## src/rtl/alu_ctrl_seq_if.sv

```systemverilog
// Handshake bundle between the main control unit, alu_ctrl_seq and the ALU/mul-div consumer.
interface alu_ctrl_seq_if #(
  parameter int unsigned AOP_W  = 3,
  parameter int unsigned FUNC_W = 6,
  parameter int unsigned SEL_W  = 4
);
  logic              flush;
  logic              in_valid;
  logic              in_ready;
  logic [AOP_W-1:0]  Aop;
  logic [FUNC_W-1:0] func;
  logic              out_valid;
  logic              out_ready;
  logic [SEL_W-1:0]  alu_sel;
  logic              multi;
  logic              illegal;
  logic              busy;

  modport master (
    output flush, in_valid, Aop, func, out_ready,
    input  in_ready, out_valid, alu_sel, multi, illegal, busy
  );

  modport slave (
    input  flush, in_valid, Aop, func, out_ready,
    output in_ready, out_valid, alu_sel, multi, illegal, busy
  );
endinterface

```

## src/rtl/alu_ctrl_seq.sv

```systemverilog
// Registered ALU control decoder with valid/ready handshakes; MULT/DIV are held for a
// fixed latency window (busy) before their select code is presented as valid.
module alu_ctrl_seq #(
  parameter int unsigned AOP_W   = 3,
  parameter int unsigned FUNC_W  = 6,
  parameter int unsigned SEL_W   = 4,
  parameter int unsigned MUL_LAT = 4,
  parameter int unsigned DIV_LAT = 32
) (
  input logic            clk,
  input logic            rst_n,
  alu_ctrl_seq_if.slave  bus
);
  localparam int unsigned MAX_LAT = (MUL_LAT > DIV_LAT) ? MUL_LAT : DIV_LAT;
  localparam int unsigned CNT_W   = $clog2(MAX_LAT + 1);

  typedef enum logic [1:0] {IDLE, FULL, MULTI} state_t;

  state_t           state;
  logic [CNT_W-1:0] cnt;
  logic [SEL_W-1:0] dec_sel;
  logic             dec_multi;
  logic             dec_div;
  logic             dec_illegal;
  logic             accept;

  always_comb begin
    dec_sel     = '0;
    dec_multi   = 1'b0;
    dec_div     = 1'b0;
    dec_illegal = 1'b0;
    case (bus.Aop)
      AOP_W'(3'b000): dec_sel = SEL_W'(4'd1);
      AOP_W'(3'b001): dec_sel = SEL_W'(4'd2);
      AOP_W'(3'b011): dec_sel = SEL_W'(4'd3);
      AOP_W'(3'b100): dec_sel = SEL_W'(4'd4);
      AOP_W'(3'b101): dec_sel = SEL_W'(4'd5);
      AOP_W'(3'b010): begin
        case (bus.func)
          FUNC_W'(6'b100000): dec_sel = SEL_W'(4'd1);
          FUNC_W'(6'b100010): dec_sel = SEL_W'(4'd2);
          FUNC_W'(6'b100100): dec_sel = SEL_W'(4'd3);
          FUNC_W'(6'b100101): dec_sel = SEL_W'(4'd4);
          FUNC_W'(6'b101010): dec_sel = SEL_W'(4'd5);
          FUNC_W'(6'b101011): dec_sel = SEL_W'(4'd6);
          FUNC_W'(6'b100111): dec_sel = SEL_W'(4'd7);
          FUNC_W'(6'b100110): dec_sel = SEL_W'(4'd8);
          FUNC_W'(6'b000000): dec_sel = SEL_W'(4'd9);
          FUNC_W'(6'b000010): dec_sel = SEL_W'(4'd10);
          FUNC_W'(6'b000011): dec_sel = SEL_W'(4'd11);
          FUNC_W'(6'b011000): begin
            dec_sel   = SEL_W'(4'd12);
            dec_multi = 1'b1;
          end
          FUNC_W'(6'b011010): begin
            dec_sel   = SEL_W'(4'd13);
            dec_multi = 1'b1;
            dec_div   = 1'b1;
          end
          default: dec_illegal = 1'b1;
        endcase
      end
      default: dec_illegal = 1'b1;
    endcase
  end

  assign bus.in_ready = rst_n & ((state == IDLE) | ((state == FULL) & bus.out_ready));
  assign accept       = bus.in_valid & bus.in_ready;

  // Priority: reset, then flush, then a new accept, then draining/counting the held op.
  always_ff @(posedge clk) begin
    if (!rst_n) begin
      state         <= IDLE;
      cnt           <= '0;
      bus.out_valid <= 1'b0;
      bus.alu_sel   <= '0;
      bus.multi     <= 1'b0;
      bus.illegal   <= 1'b0;
      bus.busy      <= 1'b0;
    end else if (bus.flush) begin
      state         <= IDLE;
      cnt           <= '0;
      bus.out_valid <= 1'b0;
      bus.multi     <= 1'b0;
      bus.illegal   <= 1'b0;
      bus.busy      <= 1'b0;
    end else if (accept) begin
      bus.alu_sel <= dec_sel;
      bus.multi   <= dec_multi;
      bus.illegal <= dec_illegal;
      if (dec_multi) begin
        state         <= MULTI;
        cnt           <= dec_div ? CNT_W'(DIV_LAT - 1) : CNT_W'(MUL_LAT - 1);
        bus.out_valid <= 1'b0;
        bus.busy      <= 1'b1;
      end else begin
        state         <= FULL;
        bus.out_valid <= 1'b1;
        bus.busy      <= 1'b0;
      end
    end else begin
      case (state)
        FULL: begin
          if (bus.out_ready) begin
            state         <= IDLE;
            bus.out_valid <= 1'b0;
          end
        end
        MULTI: begin
          if (cnt == '0) begin
            state         <= FULL;
            bus.out_valid <= 1'b1;
            bus.busy      <= 1'b0;
          end else begin
            cnt <= cnt - 1'b1;
          end
        end
        default: ;
      endcase
    end
  end
endmodule

```

## src/flat_wrapper.sv

```systemverilog
// flat-port wrapper written by rule: the top's interface ports become plain ports
module alu_ctrl_seq_flat 
#(
  parameter int unsigned AOP_W   = 3,
  parameter int unsigned FUNC_W  = 6,
  parameter int unsigned SEL_W   = 4,
  parameter int unsigned MUL_LAT = 4,
  parameter int unsigned DIV_LAT = 32
)
  (clk, rst_n, bus_flush, bus_in_valid, bus_Aop, bus_func, bus_out_ready, bus_in_ready, bus_out_valid, bus_alu_sel, bus_multi, bus_illegal, bus_busy);
  alu_ctrl_seq_if #(.AOP_W(AOP_W), .FUNC_W(FUNC_W), .SEL_W(SEL_W)) bus_i ();
  input logic clk;
  input logic rst_n;
  input wire logic [$bits(bus_i.flush)-1:0] bus_flush;
  input wire logic [$bits(bus_i.in_valid)-1:0] bus_in_valid;
  input wire logic [$bits(bus_i.Aop)-1:0] bus_Aop;
  input wire logic [$bits(bus_i.func)-1:0] bus_func;
  input wire logic [$bits(bus_i.out_ready)-1:0] bus_out_ready;
  output wire logic [$bits(bus_i.in_ready)-1:0] bus_in_ready;
  output wire logic [$bits(bus_i.out_valid)-1:0] bus_out_valid;
  output wire logic [$bits(bus_i.alu_sel)-1:0] bus_alu_sel;
  output wire logic [$bits(bus_i.multi)-1:0] bus_multi;
  output wire logic [$bits(bus_i.illegal)-1:0] bus_illegal;
  output wire logic [$bits(bus_i.busy)-1:0] bus_busy;
  assign bus_i.flush = bus_flush;
  assign bus_i.in_valid = bus_in_valid;
  assign bus_i.Aop = bus_Aop;
  assign bus_i.func = bus_func;
  assign bus_i.out_ready = bus_out_ready;
  assign bus_in_ready = bus_i.in_ready;
  assign bus_out_valid = bus_i.out_valid;
  assign bus_alu_sel = bus_i.alu_sel;
  assign bus_multi = bus_i.multi;
  assign bus_illegal = bus_i.illegal;
  assign bus_busy = bus_i.busy;
  alu_ctrl_seq #(.AOP_W(AOP_W), .FUNC_W(FUNC_W), .SEL_W(SEL_W), .MUL_LAT(MUL_LAT), .DIV_LAT(DIV_LAT)) u_core (.clk(clk), .rst_n(rst_n), .bus(bus_i));
endmodule
```

## config.mk

```make
export PLATFORM = sky130hd
export DESIGN_NAME = alu_ctrl_seq_flat
export DESIGN_NICKNAME = d
export VERILOG_FILES = /design/src/rtl/alu_ctrl_seq_if.sv /design/src/rtl/alu_ctrl_seq.sv /design/src/flat_wrapper.sv
export SDC_FILE = /design/constraint.sdc
export NUM_CORES = 1
export LEC_CHECK = 0
export CAP_MARGIN = 20
export CORE_MARGIN = 2
export CORE_UTILIZATION = 53
export DETAILED_ROUTE_END_ITERATION = 12
export GPL_TIMING_DRIVEN = 0
export PLACE_DENSITY = 0.84
export SKIP_CTS_REPAIR_TIMING = 1
export SKIP_LAST_GASP = 1
export SLEW_MARGIN = 15
export SYNTH_ARGS = -nofsm -noshare
export SYNTH_HDL_FRONTEND = slang
export SYNTH_SLANG_ARGS = --single-unit
```

## constraint.sdc

```tcl
create_clock -name clk -period 4 [get_ports clk]
set_input_delay 0.4 -clock clk [delete_from_list [all_inputs] [get_ports clk]]
set_output_delay 0.4 -clock clk [all_outputs]
set_load 0.005 [all_outputs]
```

Yosys cells after proc, flatten, opt, wreduce, memory -nomap -nowiden
Index checks and enable logic that the tools add are counted.
- bits in registers: 16
- bits in latches: 0
- bits in writable memories: 0
- memory bits (read-only): 0
- input bits: 14
- output and inout bits: 9
- logic and storage cells: 79
- memories: 0
- add/sub/neg operators: 1
- multipliers: 0
- divide/modulo/power cells: 0
- order comparisons: 0
- equal/unequal tests: 23
- shifts and indexed selects: 0
- mux-type cells: 27
- bitwise gates (word level): 6
- reduce and logical (&&, ||, !) cells: 15
- operator list (cell ; number):
    case mux 4 bit (13 select lines) ; 1
    == test 6 bit (second input constant) ; 8
    2-to-1 mux 6 bit ; 4
    case mux 4 bit (6 select lines) ; 1
    2-to-1 mux 1 bit ; 13
    OR reduction 13 bit ; 1
    == test 6 x 2 -> 1 bit (second input constant) ; 2
    == test 6 x 5 -> 1 bit (second input constant) ; 2
    zero test 6 bit ; 2
    2-to-1 mux 2 bit ; 4
    == test 3 x 2 -> 1 bit (second input constant) ; 2
    == test 3 bit (second input constant) ; 2
    AND reduction 3 bit ; 2
    subtractor 6 x 1 -> 6 bit (second input constant) ; 1
    2-to-1 mux 5 bit ; 1
    OR reduction 5 bit ; 1
    != test 2 x 1 -> 1 bit (second input constant) ; 2
    case mux 1 bit (2 select lines) ; 2
    case mux 2 bit (2 select lines) ; 1
    AND reduction 2 bit ; 2
    nonzero test 2 bit ; 2
    OR reduction 2 bit ; 2
    bitwise AND 1 bit ; 3
    == test 3 x 1 -> 1 bit (second input constant) ; 1
    other kinds (9) ; 10

Logic depth before layout (Yosys ltp)
Gate-level depths: netlist of run 1.
- word-level depth: 7
- mapped depth: 8
- mapped depth without buffers: 7

Worst setup path before layout of run 1
Ideal clock, no wire load.
- kind: flip-flop to flip-flop
- from: register u_core.state[0]
- to: register u_core.cnt[3]
- setup time: 0.115 ns
- data arrival time: 1.872 ns
- required time: 3.885 ns
- slack: 2.013 ns
- cell stages (with the launch flop): 9
- buffers on the path: 1
- cells stage by stage: dfxtp_1 > inv_1 > ha_1 > a21o_1 > and3_1 > clkbuf_1 > nor2_2 > mux2_1 > o21a_1
- word-level cells in the longest chain between the ends: 7
- elaborated cells on any way between the ends: 12
- RTL lines (what ; RTL line ; source):
    from (decl) ; alu_ctrl_seq.sv:19 ; state_t state;
    from (signal assigned) ; alu_ctrl_seq.sv:73 ; state <= IDLE;
    from (signal assigned) ; alu_ctrl_seq.sv:81 ; state <= IDLE;
    from (signal assigned) ; alu_ctrl_seq.sv:92 ; state <= MULTI;
    == test 2 x 1 -> 1 bit ; alu_ctrl_seq.sv:67 ; assign bus.in_ready = rst_n & ((state == IDLE) | ((state == FULL) & bus.out_ready));
    bitwise AND 1 bit ; alu_ctrl_seq.sv:67 ;
    OR 1 bit ; alu_ctrl_seq.sv:67 ;
    bitwise AND 1 bit ; alu_ctrl_seq.sv:67 ;
    bitwise AND 1 bit ; alu_ctrl_seq.sv:68 ; assign accept = bus.in_valid & bus.in_ready;
    != test 2 x 1 -> 1 bit (no source line) or nonzero test 2 bit (tied branches) ; - ;
    AND reduction 3 bit (no source line) ; - ;
    to (signal assigned) ; alu_ctrl_seq.sv:93 ; cnt <= dec_div ? CNT_W'(DIV_LAT - 1) : CNT_W'(MUL_LAT - 1);
    to (signal assigned) ; alu_ctrl_seq.sv:115 ; cnt <= cnt - 1'b1;
    to (decl) ; alu_ctrl_seq.sv:20 ; logic [CNT_W-1:0] cnt;
Several ways; a longest one is shown, not always the timed one.
A chain may end at the register's enable or synchronous reset.

Worst setup path after layout of run 1
- from: register u_core.state[1]
- to: register u_core.cnt[4]
Same word-level chain as after synthesis.

==> metrics.txt, run 1 <==
Final HPWL DP 1.79 mm; CP arrival about 2.4 ns; clock latency on the worst-skew pair ~0.29 ns; setup TNS 0 ns; synthesized instance count about 120; initial antenna violation count 0; Area Overhead vs Synth 25.2%; Crit-path slowest cell dfxtp_1; cell family with most CP delay simple AND/OR/NAND/NOR gates; Slew Viols, Final 0; Critical Path Max Stage Delay about 0.37 ns; RSZ-0062 raised after global routing no; die height 47.9 microns; n_diodes 0; outcome finished clean; Async SR Flop Fraction 0; total CTS buffers 3; total die area between 2000 and 2500 sq um; Nets 168; Hold Vio Cnt, Final 0; Max Freq 459 MHz; Post-Place Cells 169; Die W around 48 microns; Cell Area, Synth just over 1000 sq um; Finished Layout Cells roughly 170; initial DRC count 18; buffer and inverter count on the worst path 2; yosys warns 0; clock buffer depth 2; DRT antenna net count 0; Top Ports 23; Final setup viols 0; Cell variety after synth between 40 and 50; Core ar. ~1800 sq um; CP startpoint kind flip-flop; post-synthesis sequential area ratio 0.294; Worst Setup End Kind flip-flop; Tot GR Track Use 0.229; type of the tightest min-delay check reg -> reg; Yosys top cell by area dfxtp_1; final wirelength 2.29 mm; layout cells sized above 1 0.0743; Avg Cell Area, Syn a little over 8 sq um; area taken by multi-input logic gates 677 sq um; max-cap violations 0; number of global-route vias before repair 860; CTS Root Cell clkbuf_4; clock slew at reported path FFs ~0.090 ns; drt wl/cell approximately 13 microns; flip-flop and latch area approximately 300 sq um; Initial Util 0.579; kind of critical path reg -> reg; Max FO, Critical Path 9; top-area cell type share of the netlist area 0.294; PwrDens about 230 nW/um^2; Rel. slew slack 0.720; total grt overflow 0; port bufs 20; maximum vdd ir drop roughly 230 uV; DR pass1 iterations 4; Worst Path Required 4.19 ns; worst slew pin tran 0.418 ns; crit share post-route 0.544; Pleak between 0.0004 and 0.0005 uW; CTS tree done; global placement routability congestion slightly below 0.8; ys flop type dfxtp_1; FP Rows 15; DRC 0; vias per inst roughly 5.6; Setup Skew approximately 0.0021 ns; largest net degree at the start of global routing 11; CTS H-tree depth 1; first-pass GRT wire length ~3.6 mm; Post-synth EDFFs 0; Yosys reg bits 15; syn nets around 140; top cells by area, synth dfxtp_1 (29%), ha_1 (6.1%), a21oi_1 (3.9%); worst-path cell chain inv_1, ha_1, a21o_1, and3_1, clkbuf_1, nor2_2, mux2_1, o21a_1; Tmin final ~2.2 ns; vias post-DR 971; Fill cells approximately 160; clock net sink count 15
report_power, final:
group	total [uW]	internal, uW	switching [uW]
Sequential	152	151	0.882
Clock	87.5	38.8	48.7
Combinational	54.3	27.1	27.3
Yosys cell counts (2+ instances only):
cell      count
inv_1         5
o21ai_0       5
a211o_1       2
nor2b_1       6
dfxtp_1      15
a21boi_0      2
nor3b_1       3
a211oi_1      3
clkbuf_1      3
ha_1          5
nand3_1       3
nor3_1        7
or3_1         4
nor2_1        6
a21oi_1       8
nand2b_1      6
mux2_1        2
a31oi_1       4
a311oi_1      2
nand2_1       7
o21a_1        2
kinds of logic after synthesis:
kind of cell	count (synthesis)	synth area share
adders and majority gates	5	0.0612
AOI/OAI and AO/OA	39	0.271
buffers and inverters	10	0.0441
muxes	2	0.0220
DFF	15	0.294
and+or+nand+nor	51	0.291
xor gates and xnor gates	2	0.0171
path summary, 6_finish.rpt:
check	cells after the start	to	start	slack [ns]
max	8	u_core.cnt[4]$_SDFFE_PP0P_	u_core.state[1]$_SDFFE_PP0P_	1.82
min	2	u_core.bus.alu_sel[3]$_SDFFE_PN0P_	u_core.bus.alu_sel[3]$_SDFFE_PN0P_	0.46
max reg2reg	8	u_core.cnt[4]$_SDFFE_PP0P_	u_core.state[1]$_SDFFE_PP0P_	1.82
min reg2reg	2	u_core.bus.alu_sel[3]$_SDFFE_PN0P_	u_core.bus.alu_sel[3]$_SDFFE_PN0P_	0.46
stage by stage:
| step | power [uW] | instance area [sq um] | utilization | setup slack, ns | hold WS [ns] |
|---|---|---|---|---|---|
| after floorplan | 183 | 1020 | - | 2.01 | 0.447 |
| after global placement | 209 | 1250 | 0.711 | 1.69 | 0.452 |
| after detailed placement | 209 | 1250 | 0.711 | 1.64 | 0.453 |
| after CTS | 295 | 1280 | 0.726 | 1.81 | 0.467 |
| after global routing | 305 | 1280 | 0.726 | 1.70 | 0.507 |
| final | 294 | 1280 | 0.726 | 1.82 | 0.462 |
cell type report:
cell class                 instances  area share
sequential                        15       0.235
buffer                             4      0.0176
timing repair buffer              20       0.156
multi-input combinational         99       0.529
tap                               25      0.0244
clock buffer                       4      0.0205
inverter                           6      0.0176
layout by cell type, fill, tap and decap left out, types with 3 or more instances in the layout:
| cell type | Yosys | final |
|---|---|---|
| or3_1 | 4 | 4 |
| clkdlybuf4s50_1 | 0 | 20 |
| clkbuf_1 | 3 | 4 |
| nor3b_1 | 3 | 3 |
| a211oi_1 | 3 | 3 |
| a21oi_1 | 8 | 8 |
| o21ai_0 | 5 | 5 |
| inv_1 | 5 | 5 |
| nor3_1 | 7 | 7 |
| ha_1 | 5 | 5 |
| a31oi_1 | 4 | 4 |
| nand2_1 | 7 | 7 |
| nor2b_1 | 6 | 6 |
| clkbuf_4 | 0 | 3 |
| nor2_1 | 6 | 6 |
| nand2b_1 | 6 | 6 |
| nand3_1 | 3 | 3 |
| dfxtp_1 | 15 | 15 |
layer usage:
| layer | GRT usage | wire length, microns |
|---|---|---|
| met1 | 0.282 | 1090 |
| met2 | 0.395 | 1090 |
| met3 | 0.0340 | 67 |
| met4 | 0.0973 | 39 |
| met5 | 0 | 0 |
flip-flops by register name (all words and copies together) (netlist names):
name and flops:
u_core.bus.illegal 1, u_core.bus.alu_sel 4, u_core.state 2, u_core.cnt 6, u_core.bus.multi 1, u_core.bus.busy 1
worst reg2reg max path, stage by stage (launching register included):
cell	delay, ns
dfxtp_1	0.37
inv_1	0.07
ha_1	0.19
a21o_1	0.22
and3_1	0.19
clkbuf_1	0.16
nor2_2	0.34
mux2_1	0.37
o21a_1	0.17
(Power assumes the default switching activity.)
==> run 2: changes to the inputs <==
Settings changed: CORE_UTILIZATION 53 to 44, PLACE_DENSITY 0.84 to 0.74.
Clock period 4 ns to 1.8 ns, I/O delays scaled along.
==> run 2 against run 1 <==
First-iteration DRC count fell by 50%. Sequential power rose by 120%. Global-route usage fell by 3.2 points. Sequential share of layout area fell by 1.8 points. Critical path depth fell by 1. Power rose by 130%. Core utilization fell by 8.7 points. Clock skew fell by 0.00093 ns. Combinational power rose by 140%. Via count rose by 7.6%. Cell area rose by 10%. Critical path type unchanged. Largest power group unchanged.
==> metrics.txt, run 2 (synthesis gave the netlist of run 1 again) <==
Nets 175 (was 168); RSZ-0062 raised after global routing yes (was no); clock net sink count 15 (unchanged); CP startpoint kind flip-flop (unchanged); Power, Total 667 uW (was 294 uW); CTS H-tree depth 1 (unchanged); Final setup viols 0 (unchanged); Die W 52.2 microns (was 47.9 microns); Rel. slew slack 0.730 (was 0.720); Most flops, register u_core.cnt (unchanged); first-pass GRT wire length 4.08 mm (was 3.64 mm); DR pass1 iterations 4 (unchanged); Pleak 0.000507 uW (was 0.000446 uW); DRT antenna net count 0 (unchanged); Hold Vio Cnt, Final 0 (unchanged); Area Overhead vs Synth 38.2% (was 25.2%); CTS Root Cell clkbuf_4 (unchanged); Final HPWL DP 1.88 mm (was 1.79 mm); total grt overflow 0 (unchanged); initial antenna violation count 0 (unchanged); top flop regs u_core.cnt (6), u_core.bus.alu_sel (4), u_core.state (2) (unchanged); final wirelength 2.69 mm (was 2.29 mm); CP arrival 1.98 ns (was 2.36 ns); Setup Skew 0.00120 ns (was 0.00213 ns); Top Ports 23 (unchanged); Max FO, Critical Path 5 (was 9); global placement routability congestion 0.779 (was 0.784); commonest non-fill, non-tap cell in the layout clkdlybuf4s50_1 (unchanged); total die area 2720 sq um (was 2300 sq um); Tot GR Track Use 0.197 (was 0.229); total CTS buffers 3 (unchanged); Finished Cell Area 1410 sq um (was 1280 sq um); PwrDens 472 nW/um^2 (was 229 nW/um^2); clock slew at reported path FFs 0.09 ns (about the same); vias per inst 5.71 (was 5.61); clock latency on the worst-skew pair 0.29 ns (about the same); layout cells sized above 1 0.200 (was 0.0743); n_diodes 0 (unchanged); initial DRC count 9 (was 18); Worst Path Required 1.99 ns (was 4.19 ns); largest net degree at the start of global routing 11 (unchanged); CTS tree done (unchanged); port bufs 20 (unchanged); hold_ws 0.306 ns (was 0.462 ns); Finished Layout Cells 183 (was 173); clock buffer depth 2 (unchanged); Initial Util 0.462 (was 0.579); outcome finished clean (unchanged); FP Rows 17 (was 15); crit share post-route 0.996 (was 0.544); max reg flops 6 (unchanged); Slew Viols, Final 0 (unchanged); drt wl/cell 14.7 microns (was 13.2 microns); Core ar. 2210 sq um (was 1760 sq um); type of the tightest min-delay check in -> reg (was reg -> reg); max-cap violations 0 (unchanged); number of global-route vias before repair 939 (was 860); worst slew pin tran 0.405 ns (was 0.418 ns); die height 52.2 microns (was 47.9 microns); vias post-DR 1,045 (was 971); DRC 0 (unchanged); Max Freq 558 MHz (was 459 MHz); maximum vdd ir drop 398 uV (was 226 uV); Placed Area 1280 sq um (was 1250 sq um); kind of critical path reg -> reg (unchanged); Worst Setup End Kind flip-flop (unchanged); most frequent cells in the layout clkdlybuf4s50_1 (19), dfxtp_1 (13), a21oi_1 (8), buf_4 (8) (was clkdlybuf4s50_1 (20), dfxtp_1 (15), a21oi_1 (8), nand2_1 (7), nor3_1 (7)); Tmin final 1.79 ns (was 2.18 ns); Post-Place Cells 172 (was 169)
-- run 2: changes by cell type in the layout (fill, tap and decap cells not counted), moves of 2 or more --
cell | previous run | this run
clkbuf_1 | 4 | 2
inv_1 | 5 | 3
mux2_4 | 0 | 2
inv_2 | 1 | 3
mux2_1 | 2 | 0
buf_4 | 0 | 8
dfxtp_1 | 15 | 13
ha_1 | 5 | 3
-- run 2: area by class of cell --
cell class	instances	area (sq um)
buffer	3	18.8
clock buffer	3	22.5
clock inverter	1	5.00
fill	197	800
inverter	6	22.5
multi-input combinational	99	741
sequential	15	305
tap	28	35.0
timing repair buffer	28	263
-- run 2: path summary, 6_finish.rpt --
check	start	to	slack [ns]	cells past startpoint
max	u_core.state[0]$_SDFFE_PP0P_	u_core.cnt[3]$_SDFFE_PP0P_	0.007	7
min	rst_n	u_core.bus.alu_sel[2]$_SDFFE_PN0P_	0.31	3
max reg2reg	u_core.state[0]$_SDFFE_PP0P_	u_core.cnt[3]$_SDFFE_PP0P_	0.007	7
min reg2reg	u_core.bus.alu_sel[3]$_SDFFE_PN0P_	u_core.bus.alu_sel[3]$_SDFFE_PN0P_	0.45	2
-- run 2: layer usage --
layer  share of wire  up-vias  track usage
li1                -      525            -
met1            0.42      483        0.238
met2            0.52       31        0.350
met3           0.040        6       0.0257
met4           0.013        0       0.0812
met5               0        -            0
-- run 2: critical path: stages, from the launching register on --
cell	delay [ns]
dfxtp_4	0.38
inv_2	0.05
ha_2	0.19
a21o_4	0.20
and3_4	0.20
nor2_4	0.17
mux2_4	0.31
o21a_1	0.19
-- run 2: where the power goes --
group	total, uW	switching (uW)	internal [uW]
clock network	199	116	82.7
registers	336	2.29	334
logic	131	66.4	64.8
total	667	185	482
-- run 2: stage by stage --
stage               setup TNS (ns)  setup WS, ns   util
floorplan                        0        0.0112      -
global placement             -2.27        -0.301  0.581
detailed placement           -2.12        -0.288  0.581
CTS                         -0.652        -0.151  0.593
global route               -0.0653       -0.0322  0.639
finish                           0       0.00710  0.639
